<file path="config.mk">
export PLATFORM = sky130hd
export DESIGN_NAME = ddma_tx_engine_flat
export DESIGN_NICKNAME = d
export VERILOG_FILES = /design/src/rtl/ddma_pkg.sv /design/src/rtl/ddma_tx_engine_if.sv /design/src/rtl/ddma_skid_fifo.sv /design/src/rtl/ddma_tx_engine.sv /design/src/flat_wrapper.sv
export SDC_FILE = /design/constraint.sdc
export NUM_CORES = 1
export LEC_CHECK = 0
export ABC_AREA = 1
export BUFFER_PORTS_ARGS = -buffer_cell sky130_fd_sc_hd__buf_2
export CORE_MARGIN = 5
export CORE_UTILIZATION = 57
export CTS_CLUSTER_SIZE = 24
export DETAILED_ROUTE_END_ITERATION = 8
export GPL_TIMING_DRIVEN = 0
export PLACE_DENSITY = 0.81
export SLEW_MARGIN = 40
export SYNTH_ARGS = -nofsm -noshare
export SYNTH_HDL_FRONTEND = slang
export SYNTH_SLANG_ARGS = --single-unit
export TNS_END_PERCENT = 50
</file>
<file path="constraint.sdc">
create_clock -name clock -period 5.7 [get_ports clock]
set_clock_uncertainty 0.2 [all_clocks]
set_input_delay 0.285 -clock clock [delete_from_list [all_inputs] [get_ports clock]]
set_output_delay 0.285 -clock clock [all_outputs]
set_load 0.02 [all_outputs]
</file>
<file path="src/rtl/ddma_pkg.sv">
// Shared types and constants for the DMA transmit engine.
// Imported by the interface, the skid FIFO and the engine top.
package ddma_pkg;

    typedef enum logic [1:0] {
        IDLE,
        HDR,
        STREAM,
        DRAIN
    } state_e;

    localparam int BUSY     = 0;
    localparam int DONE     = 1;
    localparam int ERROR    = 2;
    localparam int HDR_SENT = 3;

    localparam int IRQ_DONE = 0;
    localparam int IRQ_ERR  = 1;

    localparam int HDR_ADDR_W = 16;
    localparam int HDR_LEN_W  = 16;
    localparam int MAX_WORDS  = 65535;

endpackage

</file>
<file path="src/rtl/ddma_tx_engine_if.sv">
// Command, memory read port and NoC flit bundle of the DMA tx engine.
// master = command driver / memory / NoC side, slave = the engine.
interface ddma_tx_engine_if
    import ddma_pkg::*;
#(
    parameter int MEMORY_BUS_WIDTH = 32,
    parameter int FLIT_WIDTH       = 32
);
    logic [MEMORY_BUS_WIDTH-3:0] addr_in;
    logic [MEMORY_BUS_WIDTH-3:0] nbytes_in;
    logic                        cmd_in;
    logic [4:0]                  status_out;
    logic [4:0]                  irq_out;
    logic [MEMORY_BUS_WIDTH-3:0] mem_addr_out;
    logic                        mem_rd_en_out;
    logic [MEMORY_BUS_WIDTH-1:0] mem_data_in;
    logic [FLIT_WIDTH-1:0]       flit_out;
    logic                        flit_valid_out;
    logic                        flit_ready_in;

    modport master (
        output addr_in, nbytes_in, cmd_in,
        output mem_data_in, flit_ready_in,
        input  status_out, irq_out,
        input  mem_addr_out, mem_rd_en_out,
        input  flit_out, flit_valid_out
    );

    modport slave (
        input  addr_in, nbytes_in, cmd_in,
        input  mem_data_in, flit_ready_in,
        output status_out, irq_out,
        output mem_addr_out, mem_rd_en_out,
        output flit_out, flit_valid_out
    );

endinterface

</file>
<file path="src/rtl/ddma_skid_fifo.sv">
// Two-entry flit buffer between the memory read port and the NoC.
// Push while full is honoured only when a pop happens in the same cycle.
module ddma_skid_fifo
    import ddma_pkg::*;
#(
    parameter int W = 32
) (
    input  logic         clock,
    input  logic         reset,
    input  logic         push_i,
    input  logic         pop_i,
    input  logic [W-1:0] data_i,
    output logic [W-1:0] head_o,
    output logic         full_o,
    output logic         empty_o,
    output logic [1:0]   count_o
);
    logic [W-1:0] mem_q [2];
    logic         wp_q;
    logic         rp_q;
    logic [1:0]   cnt_q;
    logic [1:0]   cnt_d;
    logic         do_push;
    logic         do_pop;

    assign do_pop  = pop_i && (cnt_q != 2'd0);
    assign do_push = push_i && ((cnt_q != 2'd2) || do_pop);
    assign cnt_d   = cnt_q + 2'(do_push) - 2'(do_pop);

    assign head_o  = mem_q[rp_q];
    assign full_o  = (cnt_q == 2'd2);
    assign empty_o = (cnt_q == 2'd0);
    assign count_o = cnt_q;

    // Storage, pointers and occupancy update.
    always_ff @(posedge clock or posedge reset) begin
        if (reset) begin
            mem_q[0] <= '0;
            mem_q[1] <= '0;
            wp_q     <= 1'b0;
            rp_q     <= 1'b0;
            cnt_q    <= 2'd0;
        end else begin
            if (do_push) begin
                mem_q[wp_q] <= data_i;
                wp_q        <= ~wp_q;
            end
            if (do_pop) begin
                rp_q <= ~rp_q;
            end
            cnt_q <= cnt_d;
        end
    end

endmodule

</file>
<file path="src/rtl/ddma_tx_engine.sv">
// DMA transmit engine: reads a buffer from local memory and sends it
// as one header flit plus payload flits with valid/ready flow control.
module ddma_tx_engine
    import ddma_pkg::*;
#(
    parameter int MEMORY_BUS_WIDTH   = 32,
    parameter int FLIT_WIDTH         = 32,
    parameter int INTERLEAVING_GRAIN = 3,
    parameter int ADDRESS            = 0
) (
    input logic             clock,
    input logic             reset,
    ddma_tx_engine_if.slave bus
);
    localparam int AW = MEMORY_BUS_WIDTH - 2;
    localparam int GW = INTERLEAVING_GRAIN + 1;
    localparam logic [GW-1:0] GAP_AT = GW'(2 ** INTERLEAVING_GRAIN);
    localparam logic [HDR_ADDR_W-1:0] NODE = HDR_ADDR_W'(ADDRESS);

    if (FLIT_WIDTH != MEMORY_BUS_WIDTH) begin : g_width_chk
        $error("ddma_tx_engine: FLIT_WIDTH must equal MEMORY_BUS_WIDTH");
    end

    state_e                 state_q, state_d;
    logic [AW-1:0]          addr_q, addr_d;
    logic [HDR_LEN_W-1:0]   wcnt_q, wcnt_d;
    logic [HDR_LEN_W-1:0]   rem_q, rem_d;
    logic [HDR_LEN_W-1:0]   left_q, left_d;
    logic [GW-1:0]          gap_q, gap_d;
    logic [3:0]             sts_q, sts_d;
    logic [1:0]             irq_q, irq_d;
    logic                   inflt_q;

    logic [AW:0]            wcnt_full;
    logic                   cmd_bad;
    logic [31:0]            hdr32;
    logic                   rd;
    logic                   pop;
    logic                   valid;
    logic                   gap;
    logic [2:0]             occ;
    logic [FLIT_WIDTH-1:0]  flit;

    logic [FLIT_WIDTH-1:0]  f_head;
    logic                   f_full;
    logic                   f_empty;
    logic [1:0]             f_cnt;

    // One extra bit keeps the round-up from overflowing near 2^AW bytes.
    assign wcnt_full = ({1'b0, bus.nbytes_in} + (AW+1)'(3)) >> 2;
    assign cmd_bad   = (bus.nbytes_in == '0)
                     || (wcnt_full > (AW+1)'(MAX_WORDS));
    assign hdr32     = {NODE, wcnt_q};

    ddma_skid_fifo #(
        .W (FLIT_WIDTH)
    ) u_fifo (
        .clock   (clock),
        .reset   (reset),
        .push_i  (inflt_q),
        .pop_i   (pop),
        .data_i  (bus.mem_data_in),
        .head_o  (f_head),
        .full_o  (f_full),
        .empty_o (f_empty),
        .count_o (f_cnt)
    );

    // Next-state, read issue, flit output and status/irq update.
    always_comb begin
        state_d = state_q;
        addr_d  = addr_q;
        wcnt_d  = wcnt_q;
        rem_d   = rem_q;
        left_d  = left_q;
        gap_d   = gap_q;
        sts_d   = sts_q;
        irq_d   = irq_q;
        rd      = 1'b0;
        pop     = 1'b0;
        valid   = 1'b0;
        gap     = 1'b0;
        occ     = 3'd0;
        flit    = '0;

        unique case (state_q)
            IDLE: begin
                if (bus.cmd_in) begin
                    if (cmd_bad) begin
                        sts_d[ERROR]   = 1'b1;
                        irq_d[IRQ_ERR] = 1'b1;
                    end else begin
                        addr_d      = bus.addr_in;
                        wcnt_d      = wcnt_full[HDR_LEN_W-1:0];
                        rem_d       = wcnt_full[HDR_LEN_W-1:0];
                        left_d      = wcnt_full[HDR_LEN_W-1:0];
                        gap_d       = '0;
                        sts_d       = '0;
                        sts_d[BUSY] = 1'b1;
                        irq_d       = '0;
                        state_d     = HDR;
                    end
                end
            end
            HDR: begin
                valid = 1'b1;
                flit  = FLIT_WIDTH'(hdr32);
                if (bus.flit_ready_in) begin
                    sts_d[HDR_SENT] = 1'b1;
                    state_d         = STREAM;
                end
            end
            STREAM: begin
                valid = !f_empty;
                flit  = f_head;
                pop   = valid && bus.flit_ready_in;
                // Slot freed by a same-cycle pop counts as free space.
                occ   = 3'(f_cnt) + 3'(inflt_q) - 3'(pop);
                gap   = (gap_q == GAP_AT);
                rd    = (rem_q != '0) && (occ < 3'd2)
                      && (!f_full || pop) && !gap;
                gap_d = (rd && !gap) ? gap_q + GW'(1) : '0;
                if (rd) begin
                    addr_d = addr_q + AW'(1);
                    rem_d  = rem_q - HDR_LEN_W'(1);
                    if (rem_q == HDR_LEN_W'(1)) begin
                        state_d = DRAIN;
                    end
                end
            end
            DRAIN: begin
                valid = !f_empty;
                flit  = f_head;
                pop   = valid && bus.flit_ready_in;
                if (pop && (left_q == HDR_LEN_W'(1))) begin
                    sts_d[BUSY]     = 1'b0;
                    sts_d[DONE]     = 1'b1;
                    irq_d[IRQ_DONE] = 1'b1;
                    state_d         = IDLE;
                end
            end
        endcase

        if (pop) begin
            left_d = left_q - HDR_LEN_W'(1);
        end

        // A command while busy is refused; the running transfer goes on.
        if (bus.cmd_in && (state_q != IDLE)) begin
            sts_d[ERROR]   = 1'b1;
            irq_d[IRQ_ERR] = 1'b1;
        end
    end

    // State and datapath registers; reset drops any read in flight.
    always_ff @(posedge clock or posedge reset) begin
        if (reset) begin
            state_q <= IDLE;
            addr_q  <= '0;
            wcnt_q  <= '0;
            rem_q   <= '0;
            left_q  <= '0;
            gap_q   <= '0;
            sts_q   <= '0;
            irq_q   <= '0;
            inflt_q <= 1'b0;
        end else begin
            state_q <= state_d;
            addr_q  <= addr_d;
            wcnt_q  <= wcnt_d;
            rem_q   <= rem_d;
            left_q  <= left_d;
            gap_q   <= gap_d;
            sts_q   <= sts_d;
            irq_q   <= irq_d;
            inflt_q <= rd;
        end
    end

    assign bus.status_out     = {1'b0, sts_q};
    assign bus.irq_out        = {3'b000, irq_q};
    assign bus.mem_addr_out   = addr_q;
    assign bus.mem_rd_en_out  = rd;
    assign bus.flit_out       = flit;
    assign bus.flit_valid_out = valid;

endmodule

</file>
<file path="src/flat_wrapper.sv">
// flat-port wrapper written by rule: the top's interface ports become plain ports
module ddma_tx_engine_flat import ddma_pkg::*;
#(
    parameter int MEMORY_BUS_WIDTH   = 32,
    parameter int FLIT_WIDTH         = 32,
    parameter int INTERLEAVING_GRAIN = 3,
    parameter int ADDRESS            = 0
)
  (clock, reset, bus_addr_in, bus_nbytes_in, bus_cmd_in, bus_mem_data_in, bus_flit_ready_in, bus_status_out, bus_irq_out, bus_mem_addr_out, bus_mem_rd_en_out, bus_flit_out, bus_flit_valid_out);
  ddma_tx_engine_if #(.MEMORY_BUS_WIDTH(MEMORY_BUS_WIDTH), .FLIT_WIDTH(FLIT_WIDTH)) bus_i ();
  input logic clock;
  input logic reset;
  input wire logic [$bits(bus_i.addr_in)-1:0] bus_addr_in;
  input wire logic [$bits(bus_i.nbytes_in)-1:0] bus_nbytes_in;
  input wire logic [$bits(bus_i.cmd_in)-1:0] bus_cmd_in;
  input wire logic [$bits(bus_i.mem_data_in)-1:0] bus_mem_data_in;
  input wire logic [$bits(bus_i.flit_ready_in)-1:0] bus_flit_ready_in;
  output wire logic [$bits(bus_i.status_out)-1:0] bus_status_out;
  output wire logic [$bits(bus_i.irq_out)-1:0] bus_irq_out;
  output wire logic [$bits(bus_i.mem_addr_out)-1:0] bus_mem_addr_out;
  output wire logic [$bits(bus_i.mem_rd_en_out)-1:0] bus_mem_rd_en_out;
  output wire logic [$bits(bus_i.flit_out)-1:0] bus_flit_out;
  output wire logic [$bits(bus_i.flit_valid_out)-1:0] bus_flit_valid_out;
  assign bus_i.addr_in = bus_addr_in;
  assign bus_i.nbytes_in = bus_nbytes_in;
  assign bus_i.cmd_in = bus_cmd_in;
  assign bus_i.mem_data_in = bus_mem_data_in;
  assign bus_i.flit_ready_in = bus_flit_ready_in;
  assign bus_status_out = bus_i.status_out;
  assign bus_irq_out = bus_i.irq_out;
  assign bus_mem_addr_out = bus_i.mem_addr_out;
  assign bus_mem_rd_en_out = bus_i.mem_rd_en_out;
  assign bus_flit_out = bus_i.flit_out;
  assign bus_flit_valid_out = bus_i.flit_valid_out;
  ddma_tx_engine #(.MEMORY_BUS_WIDTH(MEMORY_BUS_WIDTH), .FLIT_WIDTH(FLIT_WIDTH), .INTERLEAVING_GRAIN(INTERLEAVING_GRAIN), .ADDRESS(ADDRESS)) u_core (.clock(clock), .reset(reset), .bus(bus_i));
endmodule
</file>
## After elaboration in Yosys (flattened, before gate mapping)

Index checks and enable logic that the tools add are counted.

| storage, ports and cells | value |
|---|---|
| bits in registers | 159 |
| output and inout port bits | 74 |

| operators by class | value |
|---|---|
| add/subtract/negate cells | 9 |
| magnitude comparators | 5 |
| eq/ne operators | 15 |
| multiplexer cells | 45 |
| bitwise gates (word level) | 5 |
| reduce and logical (&&, ||, !) cells | 38 |

Operators with widths:

| kind | number |
|---|---|
| two-way mux 32 bit | 4 |
| two-way mux 30 bit | 3 |
| two-way mux 16 bit | 5 |
| bitwise mux 64 bit | 1 |
| one-hot mux 32 bit (2 select lines) | 1 |
| one-hot mux 30 bit (2 select lines) | 1 |
| demux 32 bit (select 1 bit) | 1 |
| equality test 16 x 1 -> 1 bit (second input constant) | 2 |
| one-hot mux 16 bit (2 select lines) | 1 |
| subtractor 16 x 1 -> 16 bit (second input constant) | 2 |
| adder 30 x 2 -> 31 bit (second input constant) | 1 |
| adder 30 x 1 -> 30 bit (second input constant) | 1 |
| logical NOT 30 bit | 1 |
| greater-than comparator 29 x 16 -> 1 bit (second input constant) | 1 |
| nonzero test 2 bit | 9 |
| two-way mux 2 bit | 8 |
| two-way mux 4 bit | 4 |
| nonzero test 16 bit | 1 |
| AND reduction 4 bit | 3 |
| logical AND 1 bit | 10 |
| two-way mux 1 bit | 10 |
| != test 2 bit (second input constant) | 5 |
| AND reduction 3 bit | 3 |
| one-hot mux 2 bit (4 select lines) | 1 |
| other kinds (23) | 38 |

## Logic depth before layout (Yosys ltp)

Gate-level depths: netlist (run 1).

| logic depth | value |
|---|---|
| depth in word-level cells | 11 |
| gate-level depth with buffers | 17 |
| mapped depth without buffers | 16 |

## By module

A second synthesis (run 1) with hierarchy kept.

| unflattened totals | value |
|---|---|
| cell total of the unflattened synthesis | 1,609 |
| area, all modules | 10,756.6 µm² |

By module, submodules not included:

| module | instances | cells each | area each (µm²) | sequential area each (µm²) |
|---|---|---|---|---|
| ddma_tx_engine | 1 | 1,194 | 7,472.2 | 2,227.1 |
| ddma_skid_fifo | 1 | 415 | 3,284.4 | 1,701.6 |

## Worst setup path after synthesis (run 1)

OpenSTA, ideal clock, no wires.

| timing | value |
|---|---|
| kind | reg-to-reg |
| start point | register u_core.u_fifo.cnt_q[1], in the netlist u_core.u_fifo.count_o[1] |
| end point | register u_core.addr_q[13], in the netlist u_core.bus.mem_addr_out[13] |
| setup time | 123 ps |
| arrival | 2,937 ps |
| required time | 5,377 ps |
| slack | 2,440 ps |
| stages on the path, launching flop included | 16 |
| path buffers | 2 |
| clock period less this slack | 3,260 ps |
| cell sequence | dfrtp_1 > o21ai_1 > inv_1 > ha_1 > or2_2 > fa_1 > o21ai_0 > nor2_1 > and2_1 > nor2_1 > nor2_1 > nand3_2 > buf_6 > buf_6 > nand2_1 > o21ai_2 |

| on the way | value |
|---|---|
| word-level cells in the longest chain between the ends | 10 |
| elaborated cells between the ends (all ways) | 14 |
| those cells by class | 2 x add/sub; 1 x order compare; 2 x eq/ne; 9 x reduce/logical |

RTL lines:

| element | line | text |
|---|---|---|
| start: declaration | ddma_skid_fifo.sv:21 | `logic [1:0] cnt_q;` |
| start signal: assignment | ddma_skid_fifo.sv:51 | `cnt_q <= cnt_d;` |
| branches (longest 6 deep; another with adder 2 x 1 -> 3 bit) | - |  |
| logical AND 1 bit (*) (2 in series) | ddma_tx_engine.sv:121 | `&& (!f_full \|\| pop) && !gap;` |
| != test 2 x 1 -> 1 bit (no source line) (*) | - |  |
| AND reduction 4 bit (no source line) (*) | - |  |
| end signal: assignment | ddma_tx_engine.sv:169 | `addr_q <= addr_d;` |
| end: declaration | ddma_tx_engine.sv:25 | `logic [AW-1:0] addr_q, addr_d;` |

Every way passes the cells marked *.
A chain may end at the register's enable or synchronous reset.

## Worst setup path after layout (run 1)

| timing | value |
|---|---|
| start point | register u_core.u_fifo.cnt_q[1], in the netlist u_core.u_fifo.count_o[1] |
| end point | register u_core.rem_q[15] |

| on the way | value |
|---|---|
| word-level cells in the longest chain between the ends | 10 |
| elaborated cells between the ends (all ways) | 14 |
| those cells by class | 2 x add/sub; 1 x order compare; 2 x eq/ne; 9 x reduce/logical |

RTL lines:

| element | line | text |
|---|---|---|
| branches (longest 6 deep; another with adder 2 x 1 -> 3 bit) | - |  |
| logical AND 1 bit (*) (2 in series) | ddma_tx_engine.sv:121 |  |
| != test 2 x 1 -> 1 bit (no source line) (*) | - |  |
| AND reduction 4 bit (no source line) (*) | - |  |
| end signal: assignment | ddma_tx_engine.sv:171 | `rem_q <= rem_d;` |
| end: declaration | ddma_tx_engine.sv:27 | `logic [HDR_LEN_W-1:0] rem_q, rem_d;` |

Marks and branches as above.

==> results of run 1 <==
-- placed cells by master, fill, tap and decap left out, types with 5 or more instances in the layout --
cell type      synthesis  final
nand2_1              442    442
buf_2                  7    171
dfrtp_1              157    157
inv_1                148    147
nor2_1               144    144
o21ai_0              119    119
nand3_1               86     86
dlygate4sd3_1          0     59
clkbuf_1              34     34
o21ai_1               30     30
mux2i_1               24     24
xor2_1                21     21
nor3_1                19     19
nand4_1               18     18
xnor2_1               17     17
clkbuf_16              0     17
ha_1                  15     15
a21oi_1               13     13
or2_2                 11     11
nor2_2                 8      8
buf_6                  8      8
o21ai_2                8      8
a31oi_1                8      8
nand3b_1               6      6
o22ai_1                6      6
a21oi_2                6      6
buf_4                  6      6
nand2_2                5      5
and2_1                 5      5
nor4_1                 5      5
o32ai_1                5      5
-- power by group --
group          switching (mW)  internal, mW
clock network           0.502         0.565
logic                    2.01          1.07
registers               0.436          1.58
total                    2.95          3.22
-- flip-flops by register name, indices dropped and copies added, names as in the netlist --
name / cells
u_core.bus.mem_addr_out: 30
u_core.gap_q: 4
u_core.inflt_q: 1
u_core.irq_q: 1
u_core.left_q: 16
u_core.rem_q: 16
u_core.state_q: 2
u_core.sts_q: 3
u_core.u_fifo.count_o: 2
u_core.u_fifo.mem_q: 64
u_core.u_fifo.rp_q: 1
u_core.u_fifo.wp_q: 1
u_core.wcnt_q: 16
-- layout make-up --
type                    instances  area [sq um]
flip-flops and latches        157          3930
repair buffers                225          1470
inverters                     151           574
multi-input cells            1049          5160
clock inverters                14           111
clock buffers                  18           429
plain buffers                  59           314
fillers                      1404          4970
well taps                     225           282
-- worst register-to-register path, cell delays in order, from the launching register on --
cell,delay (ps)
dfrtp_1,480
o21ai_1,260
inv_1,120
ha_1,270
or2_2,300
fa_1,380
nor2_1,90
o21ai_0,90
nor2_1,120
and2_1,170
nor2_1,60
nor2_1,470
nand3_2,210
clkbuf_1,300
nand2_1,140
o21ai_1,70
-- layer usage --
metal | vias to the layer above | global-route usage | share of wire
met5 | - | 0 | 0
met4 | 0 | 0.0939 | 0.022
met3 | 62 | 0.0511 | 0.081
met2 | 475 | 0.481 | 0.47
met1 | 4851 | 0.397 | 0.42
li1 | 5005 | - | -
-- logic make-up after synthesis --
| logic type | after synthesis |
|---|---|
| buffers and inverters | 210 |
| multiplexers | 24 |
| adder cells (fa/ha/maj) | 16 |
| XOR/XNOR | 38 |
| AO/OA/AOI/OAI | 205 |
| other | 1 |
| AND/OR/NAND/NOR | 762 |
| flip-flops | 157 |
-- path summary, 6_finish.rpt --
kind | start | to | cells after the start
hold reg to reg | u_core.wcnt_q[0] | u_core.wcnt_q[0] | 2
hold / removal | bus_addr_in[9] | u_core.bus.mem_addr_out[9] | 5
setup reg to reg | u_core.u_fifo.count_o[1] | u_core.rem_q[15] | 15
setup / recovery | u_core.u_fifo.count_o[1] | u_core.rem_q[15] | 15
min in group asynchronous | reset | u_core.u_fifo.mem_q[9] | 4
max in group asynchronous | reset | u_core.rem_q[4] | 5
-- per-stage QoR --
stage               utilization  setup slack, ps
CTS                       0.712             1860
floorplan                     -              980
detailed placement        0.646             1880
global placement          0.642             -824
global route              0.712             1510
finish                    0.712             1830
==> metrics.md, run 1 <==
| Metric | Value |
|---|---|
| Crit start category | flip-flop |
| Power per cell area | about 500 nW/um^2 |
| Max Slew Vio Count | 0 |
| Reg2Reg Setup Slack | 1830 ps |
| Synth Instances | roughly 1400 |
| Post-synth cell types | 43 |
| Synth area leaders | dfrtp_1 39%, nand2_1 17%, o21ai_0 6.0%, inv_1 5.6%, nor2_1 5.4% |
| Synth-to-Final Area Change | 23.2% |
| Synth Area in Adders | 0.0209 |
| Antenna violations before repair | 0 |
| Kind of critical path | reg -> reg |
| Post-CTS Resized | 0 |
| Top cells by count, synth | 442 x nand2_1, 157 x dfrtp_1, 148 x inv_1 |
| Clock transition at path regs | 70 ps |
| Achievable Freq | ~260 MHz |
| Die Footprint | ~20000 sq um |
| Top_reg_cell synth | dfrtp_1 |
| Peak supply drop | 0.000352 V |
| Via count | 10400 |
| IO buf count | 164 |
| Synthesized area | 9960 sq um |
| Cell family with most CP delay | simple AND/OR/NAND/NOR gates |
| Period utilization | 0.678 |
| Placed cell count | ~1800 |
| Hold crit path type | in -> reg |
| Detailed Place HPWL | 21100 um |
| Most common cell in the netlist | nand2_1 |
| Crit end category | flip-flop |
| Async S/R FF share, synth | 1.00 |
| Final hold violation count | 0 |
| H-tree depth | 4 |
| Core Area | roughly 17000 sq um |
| Multiplexer share of the synthesized area | 0.0241 |
| Top cell type's share of synthesized area | 0.395 |
| WL per Instance | 15.7 um |
| Row count | 48 |
| Final #Nets | 1772 |
| Leak | approximately 6.4 nW |
| Placed Instance Area | 11100 sq um |
| Critical Path RT | roughly 5800 ps |
| First-pass GRT wire length | 48100 um |
| Routed WL | 29800 um |
| Vias in the first global route | approximately 9800 |
| Fin Hold WS | between 6 and 7 ps |
| Endpoints failing setup | 0 |
| Avg Cell Area, Syn | 7.05 sq um |
| Synth Area in Compound Gates | 0.114 |
| N_diodes | 0 |
| DRC | 0 |
| GRT overflow | 0 |
| Setup_tns | 0 ps |
| Drt first-iter violations | 880 |
| Largest fanout on the critical path | 10 |
| Antenna-violating nets left | 0 |
| XOR/XNOR Fraction of Synth Area | 0.0334 |
| Slew headroom | 0.463 |
| Die Width | about 140 um |
| Num Clock Sinks | 157 |
| I/O Pins | 170 |
| Setup repair bufs after CTS | 0 |
| Warnings from Yosys | 0 |
| Largest family of logic cells by synthesized area | simple AND/OR/NAND/NOR gates |
| Cts-stage hold buffer count | 59 |
| Drt first pass iters | 5 |
| Total Power | 6.17 mW |
| CP arrival | 3960 ps |
| Total CTS buffers | 17 |
| GRT Total Usage | 0.293 |
| Vias per inst | roughly 5.5 |
| Largest net degree at the start of global routing | 81 |
| Worst-Skew Late Latency | approximately 440 ps |
| Fin cells | 1898 |
| Max cap viols | 0 |
| RSZ-0062 raised after global routing | false |
| Final GP Congestion | 0.925 |
| CTS tree | built |
| Synthesis-stage register bit count | about 160 |
| Fin crit period | a little under 4000 ps |
| Bufs and invs on worst path | 2 |
| Final instance area | around 12000 sq um |
| Worst-margin pin slew | 805 ps |
| Die height | 142 um |
| Status | finished clean |
| CP most frequent cell | nor2_1 |
| Area leader, netlist | dfrtp_1 |
| Number of synthesized flops with an enable pin | 0 |
| CTS Buffer Depth | 2 |
| Sequential area share after synthesis | 0.395 |
| Share of cells above drive strength 1 | 0.162 |
| Crit-path max cell delay | 480 ps |
| Worst path cell trace | o21ai_1 -> inv_1 -> ha_1 -> or2_2 -> fa_1 -> nor2_1 -> o21ai_0 -> nor2_1 -> and2_1 -> nor2_1 -> nor2_1 -> nand3_2 -> clkbuf_1 -> nand2_1 -> o21ai_1 |
| Post-synthesis simple-gate area fraction | 0.324 |
| Initial Util | 0.578 |
| Root buffer cell | clkbuf_16 |
| Critical-path top delay cell | dfrtp_1 |
Power figures use the tool's default switching activity.
==> run 2, diff against run 1 <==
==> constraint.sdc (replaced) <==
create_clock -name clock -period 3.9 [get_ports clock]
set_clock_uncertainty 0.2 [all_clocks]
set_input_delay 0.195 -clock clock [delete_from_list [all_inputs] [get_ports clock]]
set_output_delay 0.195 -clock clock [all_outputs]
set_load 0.02 [all_outputs]
==> run 2 against run 1 <==
Compared with the run above: sequential power up 46%; sequential share of layout area down 0.53 points; core utilization up 1.2 points; worst hold slack better by 19 ps; via count up 0.85%; critical endpoint is now bus_flit_out[3]; largest cell class unchanged; highest routed layer unchanged.
==> metrics.md, run 2 (synthesis gave the netlist of run 1 again) <==
| Metric | Value |
|---|---|
| CTS tree | built |
| Vias per inst | 5.49 (+0.27%) |
| Die Footprint | 20200 sq um (unchanged) |
| Largest net degree at the start of global routing | 27 (-67%) |
| Root buffer cell | clkbuf_16 |
| Most frequent cells in the layout | 442 x nand2_1, 171 x buf_2, 157 x dfrtp_1, 147 x inv_1, 143 x nor2_1 |
| DRC | 0 (unchanged) |
| Final instance area | 12500 sq um (+1.7%) |
| Placed Instance Area | 11200 sq um (+0.62%) |
| Vias in the first global route | 9995 (+2.1%) |
| Synth-to-Final Area Change | 25.2% |
| Die height | 142 um (unchanged) |
| H-tree depth | 4 (unchanged) |
| Detailed Place HPWL | 21500 um (+2.1%) |
| Core Area | 17200 sq um (unchanged) |
| Period utilization | 0.927 |
| Worst-margin pin slew | 792 ps (-13.0 ps) |
| Final hold violation count | 0 (unchanged) |
| FF-to-FF path depth | 17 (+2) |
| Initial Util | 0.578 (unchanged) |
| Antenna-violating nets left | 0 (unchanged) |
| Fin cells | 1909 (+0.58%) |
| Kind of critical path | reg -> out |
| Leak | 6.51 nW (+1.5%) |
| Peak supply drop | 0.000437 V (+24%) |
| Setup repair bufs after CTS | 0 (unchanged) |
| Endpoints failing setup | 0 (unchanged) |
| First-pass GRT wire length | 49700 um (+3.4%) |
| Clock transition at path regs | 60 ps (about the same) |
| GRT Total Usage | 0.305 (+0.0123) |
| I/O Pins | 170 (unchanged) |
| Max cap viols | 0 (unchanged) |
| Largest Register | u_core.u_fifo.mem_q |
| Final GP Congestion | 0.919 (-0.66%) |
| Critical Path RT | 3500 ps (-2290 ps) |
| Status | finished clean |
| Hold path cells | 3 (-2) |
| IO buf count | 164 (unchanged) |
| Final core occ | 0.724 (+0.0119) |
| CTS Buffer Depth | 2 (unchanged) |
| Routed WL | 30600 um (+2.8%) |
| RSZ-0062 raised after global routing | false |
| Largest fanout on the critical path | 10 (unchanged) |
| Power per cell area | 739 nW/um^2 (+47%) |
| Commonest non-fill, non-tap cell in the layout | nand2_1 |
| Hold crit path type | in -> reg |
| GRT overflow | 0 (unchanged) |
| Crit start category | flip-flop |
| Row count | 48 (unchanged) |
| # fillers | 1396 (-0.57%) |
| Placed cell count | 1811 (+0.22%) |
| Worst-Skew Late Latency | 440 ps (about the same) |
| Worst slack, placed | 92.8 ps (-1790 ps) |
| Total CTS buffers | 17 (unchanged) |
| Num Clock Sinks | 157 (unchanged) |
| Max Slew Vio Count | 0 (unchanged) |
| Fin crit period | 3620 ps |
| Slew headroom | 0.470 (+0.00672) |
| Die Width | 142 um (unchanged) |
| CP arrival | 3220 ps (-740 ps) |
| Fin Hold WS | 25.1 ps (+18.9 ps) |
| Drt first-iter violations | 933 (+6.0%) |
| Largest register FFs | 64 (unchanged) |
| WL per Instance | 16.0 um (+2.2%) |
| Share of cells above drive strength 1 | 0.167 (+0.00498) |
| Total Power | 9.22 mW (+50%) |
| Crit end category | output port |
| Via count | 10500 (+0.85%) |
| Drt first pass iters | 7 (+2) |
| Setup slack after layout | 284 ps (-1550 ps) |
| Setup_tns | 0 ps (unchanged) |
| Antenna violations before repair | 0 (unchanged) |
| Achievable Freq | 277 MHz |
| Final #Nets | 1782 (+0.56%) |
==> run 2: critical path, stage by stage, from the launching register on <==
cell	delay [ps]
dfrtp_1	430
inv_1	120
ha_1	140
buf_2	200
nor2_1	100
nor2_1	610
inv_1	330
clkbuf_1	320
o21ai_0	310
buf_2	220
==> run 2: metal layers <==
metal,share of wire,global-route usage,vias to the layer above
met5,0,0,-
li1,-,-,5036
met4,0.026,0.111,0
met3,0.084,0.0628,74
met2,0.48,0.507,518
met1,0.41,0.397,4853
==> run 2: repair_timing <==
action | 4_1_cts | 5_1_grt
hold buffers | 65 | 0
endpoints found under the hold margin | 166 | 0
endpoints found under the setup margin | 0 | 47
gates resized for setup | 0 | 11
==> run 2: area by class of cell <==
cell class,count,area (sq um),share of cell area
tap,225,282,0.0226
multi-input combinational,1049,5170,0.415
buffer,59,319,0.0256
sequential,157,3930,0.315
clock buffer,19,443,0.0355
inverter,151,571,0.0458
clock inverter,13,155,0.0124
timing repair buffer,235,1600,0.128
antenna,1,2.50,0.000201
==> run 2: worst paths after layout <==
check	slack (ps)	endpoint	from
setup / recovery	280	bus_flit_out[3]	u_core.state_q[0]
hold / removal	30	u_core.wcnt_q[15]	bus_nbytes_in[17]
setup reg to reg	380	u_core.rem_q[12]	u_core.u_fifo.count_o[1]
hold reg to reg	280	u_core.u_fifo.mem_q[56]	u_core.u_fifo.mem_q[56]
max in group asynchronous	2320	u_core.bus.mem_addr_out[25]	reset
min in group asynchronous	100	u_core.u_fifo.mem_q[10]	reset
==> run 2: power by group <==
group | switching, mW | total, mW | internal (mW)
registers | 0.633 | 2.94 | 2.31
clock network | 0.734 | 1.71 | 0.975
logic | 2.98 | 4.57 | 1.59
total | 4.35 | 9.22 | 4.87
==> run 3, diff against run 2 <==
--- a/config.mk
+++ b/config.mk
@@ -12,7 +12,7 @@
 export CTS_CLUSTER_SIZE = 24
 export DETAILED_ROUTE_END_ITERATION = 8
 export GPL_TIMING_DRIVEN = 0
-export PLACE_DENSITY = 0.81
+export PLACE_DENSITY = 0.8
 export SLEW_MARGIN = 40
 export SYNTH_ARGS = -nofsm -noshare
 export SYNTH_HDL_FRONTEND = slang
==> run 3 against run 2 <==
Compared with the run above: core utilization is 0.30 points higher; first-iteration DRC count is 8.9% higher; non-clock buffer count is 1 higher; total power up 0.76%; routed wire length is 1.2% lower; fmax down 1.8%; critical path depth increased by 6; global-route usage fell by 0.44 points.
==> metrics.md, run 3 (synthesis gave the netlist of run 1 again) <==
| Metric | Value |
|---|---|
| Detailed Place HPWL | 21600 um (+0.48%) |
| Root buffer cell | clkbuf_16 |
| Most frequent cells in the layout | 442 x nand2_1, 171 x buf_2, 157 x dfrtp_1, 147 x inv_1, 143 x nor2_1 |
| IO buf count | 164 (unchanged) |
| Die Width | 142 um (unchanged) |
| Period utilization | 0.944 (+0.0169) |
| Crit end category | flip-flop |
| Vias per inst | 5.49 (about the same) |
| Antenna-violating nets left | 0 (unchanged) |
| # fillers | 1385 (-0.79%) |
| Initial Util | 0.578 (unchanged) |
| Via count | 10500 (-0.029%) |
| Hold path cells | 3 (unchanged) |
| Antenna violations before repair | 0 (unchanged) |
| Num Clock Sinks | 157 (unchanged) |
| I/O Pins | 170 (unchanged) |
| Worst slack, placed | 105 ps (+12.6 ps) |
| Final hold violation count | 0 (unchanged) |
| Setup_tns | 0 ps (unchanged) |
| Worst-Skew Late Latency | 430 ps (about the same) |
| Crit-path max cell delay | 490 ps (-120 ps) |
| Critical-path top delay cell | buf_1 |
| Hold_sp | bus_nbytes_in[17] |
| Setup slack after layout | 218 ps (-65.9 ps) |
| Endpoints failing setup | 0 (unchanged) |
| Critical Path RT | 3990 ps (+490 ps) |
| Power per cell area | 742 nW/um^2 (+0.35%) |
| Final core occ | 0.726 (+0.00298) |
| CTS tree | built |
| Reg2Reg Setup Slack | 220 ps (-160 ps) |
| Crit start category | flip-flop |
| N_diodes | 0 (-1) |
| Placed Instance Area | 11200 sq um (+0.31%) |
| Row count | 48 (unchanged) |
| WL per Instance | 15.9 um (-1.1%) |
| First-pass GRT wire length | 49300 um (-0.87%) |
| Total CTS buffers | 17 (unchanged) |
| Die height | 142 um (unchanged) |
| CP arrival | 3770 ps (+550 ps) |
| Worst path cell trace | o21ai_1 -> inv_1 -> ha_1 -> or2_2 -> fa_1 -> nand2_1 -> inv_1 -> o21ai_0 -> nor2_1 -> and2_1 -> nor2_1 -> nor2_2 -> nand3_2 -> buf_1 -> o21ai_1 |
| Drt first pass iters | 5 (-2) |
| Max cap viols | 0 (unchanged) |
| Met3 wire len | 2700 um (+5.0%) |
| Fin crit period | 3680 ps (+65.9 ps) |
| Top Metal Used | met4 |
| CTS Buffer Depth | 2 (unchanged) |
| CP startpoint | u_core.u_fifo.count_o[1] |
| Commonest non-fill, non-tap cell in the layout | nand2_1 |
| Largest register FFs | 64 (unchanged) |
| RSZ-0062 raised after global routing | false |
| Reg-to-Reg Start | u_core.u_fifo.count_o[1] |
| GRT overflow | 0 (unchanged) |
| Final #Nets | 1783 (+0.056%) |
| Hold crit path type | in -> reg |
| WL met2 | 14500 um (-1.5%) |
| Achievable Freq | 272 MHz (-1.8%) |
| Slew headroom | 0.474 (+0.00447) |
| DRC | 0 (unchanged) |
| Status | finished clean |
| Largest fanout on the critical path | 10 (unchanged) |
| FF-to-FF path depth | 15 (-2) |
| GRT Total Usage | 0.301 (-0.00443) |
| M1 wire length | 12400 um (-1.3%) |
| Leak | 6.53 nW (+0.32%) |
| Max Slew Vio Count | 0 (unchanged) |
| Peak supply drop | 0.000517 V (+18%) |
| Drt first-iter violations | 1016 (+8.9%) |
| Core Area | 17200 sq um (unchanged) |
| Final GP Congestion | 0.923 (+0.45%) |
| Share of cells above drive strength 1 | 0.164 (-0.00297) |
| Worst-margin pin slew | 788 ps (-3.78 ps) |
| Synth-to-Final Area Change | 25.8% |
| Largest net degree at the start of global routing | 26 (-3.7%) |
| Largest Register | u_core.u_fifo.mem_q |
| Vias in the first global route | 9981 (-0.14%) |
| Final instance area | 12500 sq um (+0.41%) |
| Routed WL | 30300 um (-1.2%) |
| Kind of critical path | reg -> reg |
| H-tree depth | 4 (unchanged) |
| Clock transition at path regs | 60 ps (about the same) |
| Die Footprint | 20200 sq um (unchanged) |
run 3: cell count changes in the layout (fill, tap and decap cells not counted), sizes merged:
| cell | change |
|---|---|
| diode | -1 |
| inv | -1 |
| clkinv | -2 |
| buf | +2 |
| clkinvlp | -1 |
| bufinv | +2 |
run 3: through the flow:
step | power (mW) | std cells | hold WS [ps]
after floorplan | 5.97 | 1416 | 141
after CTS | 9.22 | 1908 | 8.01
after global placement | 7.16 | 1805 | 258
final | 9.29 | 1908 | 27.4
after global routing | 9.95 | 1908 | 36.6
after detailed placement | 7.33 | 1812 | -9.87
run 3: area by class of cell:
type / count / area, sq um / area share
clock buffer: 20 / 447 / 0.0357
clock inverter: 11 / 183 / 0.0146
sequential: 157 / 3930 / 0.314
tap: 225 / 282 / 0.0225
timing repair buffer: 236 / 1630 / 0.130
inverter: 151 / 571 / 0.0456
multi-input combinational: 1049 / 5160 / 0.412
buffer: 59 / 315 / 0.0252
run 3: worst paths after layout:
check,end
worst max-delay path,u_core.rem_q[7]
worst min-delay path,u_core.wcnt_q[15]
worst max register to register,u_core.rem_q[7]
worst min register to register,u_core.wcnt_q[0]
max in group asynchronous,u_core.bus.mem_addr_out[21]
min in group asynchronous,u_core.u_fifo.mem_q[44]
run 3: metal layers:
metal	track usage	vias up
met3	0.0554	69
li1	-	5022
met5	0	-
met1	0.403	4885
met4	0.102	0
met2	0.494	502
run 3: worst max-delay path, delay by kind of cell, from the launching register on:
family                     cells  cell delay, ps
DFF                            1             480
buffers and inverters          3             640
AOI/OAI and AO/OA              3             500
and+or+nand+nor                7            1040
adders and majority gates      2             660
run 3: report_power, final:
| part | switching, mW | internal (mW) | leakage [nW] |
|---|---|---|---|
| Clock | 0.708 | 1.10 | 0.304 |
| Sequential | 0.634 | 2.31 | 1.97 |
| Combinational | 2.96 | 1.58 | 4.26 |
run 3: repair_timing:
action	4_1_cts	5_1_grt
resized for setup	0	4
hold buffers	65	0
endpoints found under the hold margin	160	0
buffers inserted	0	0
endpoints found under the setup margin	0	46
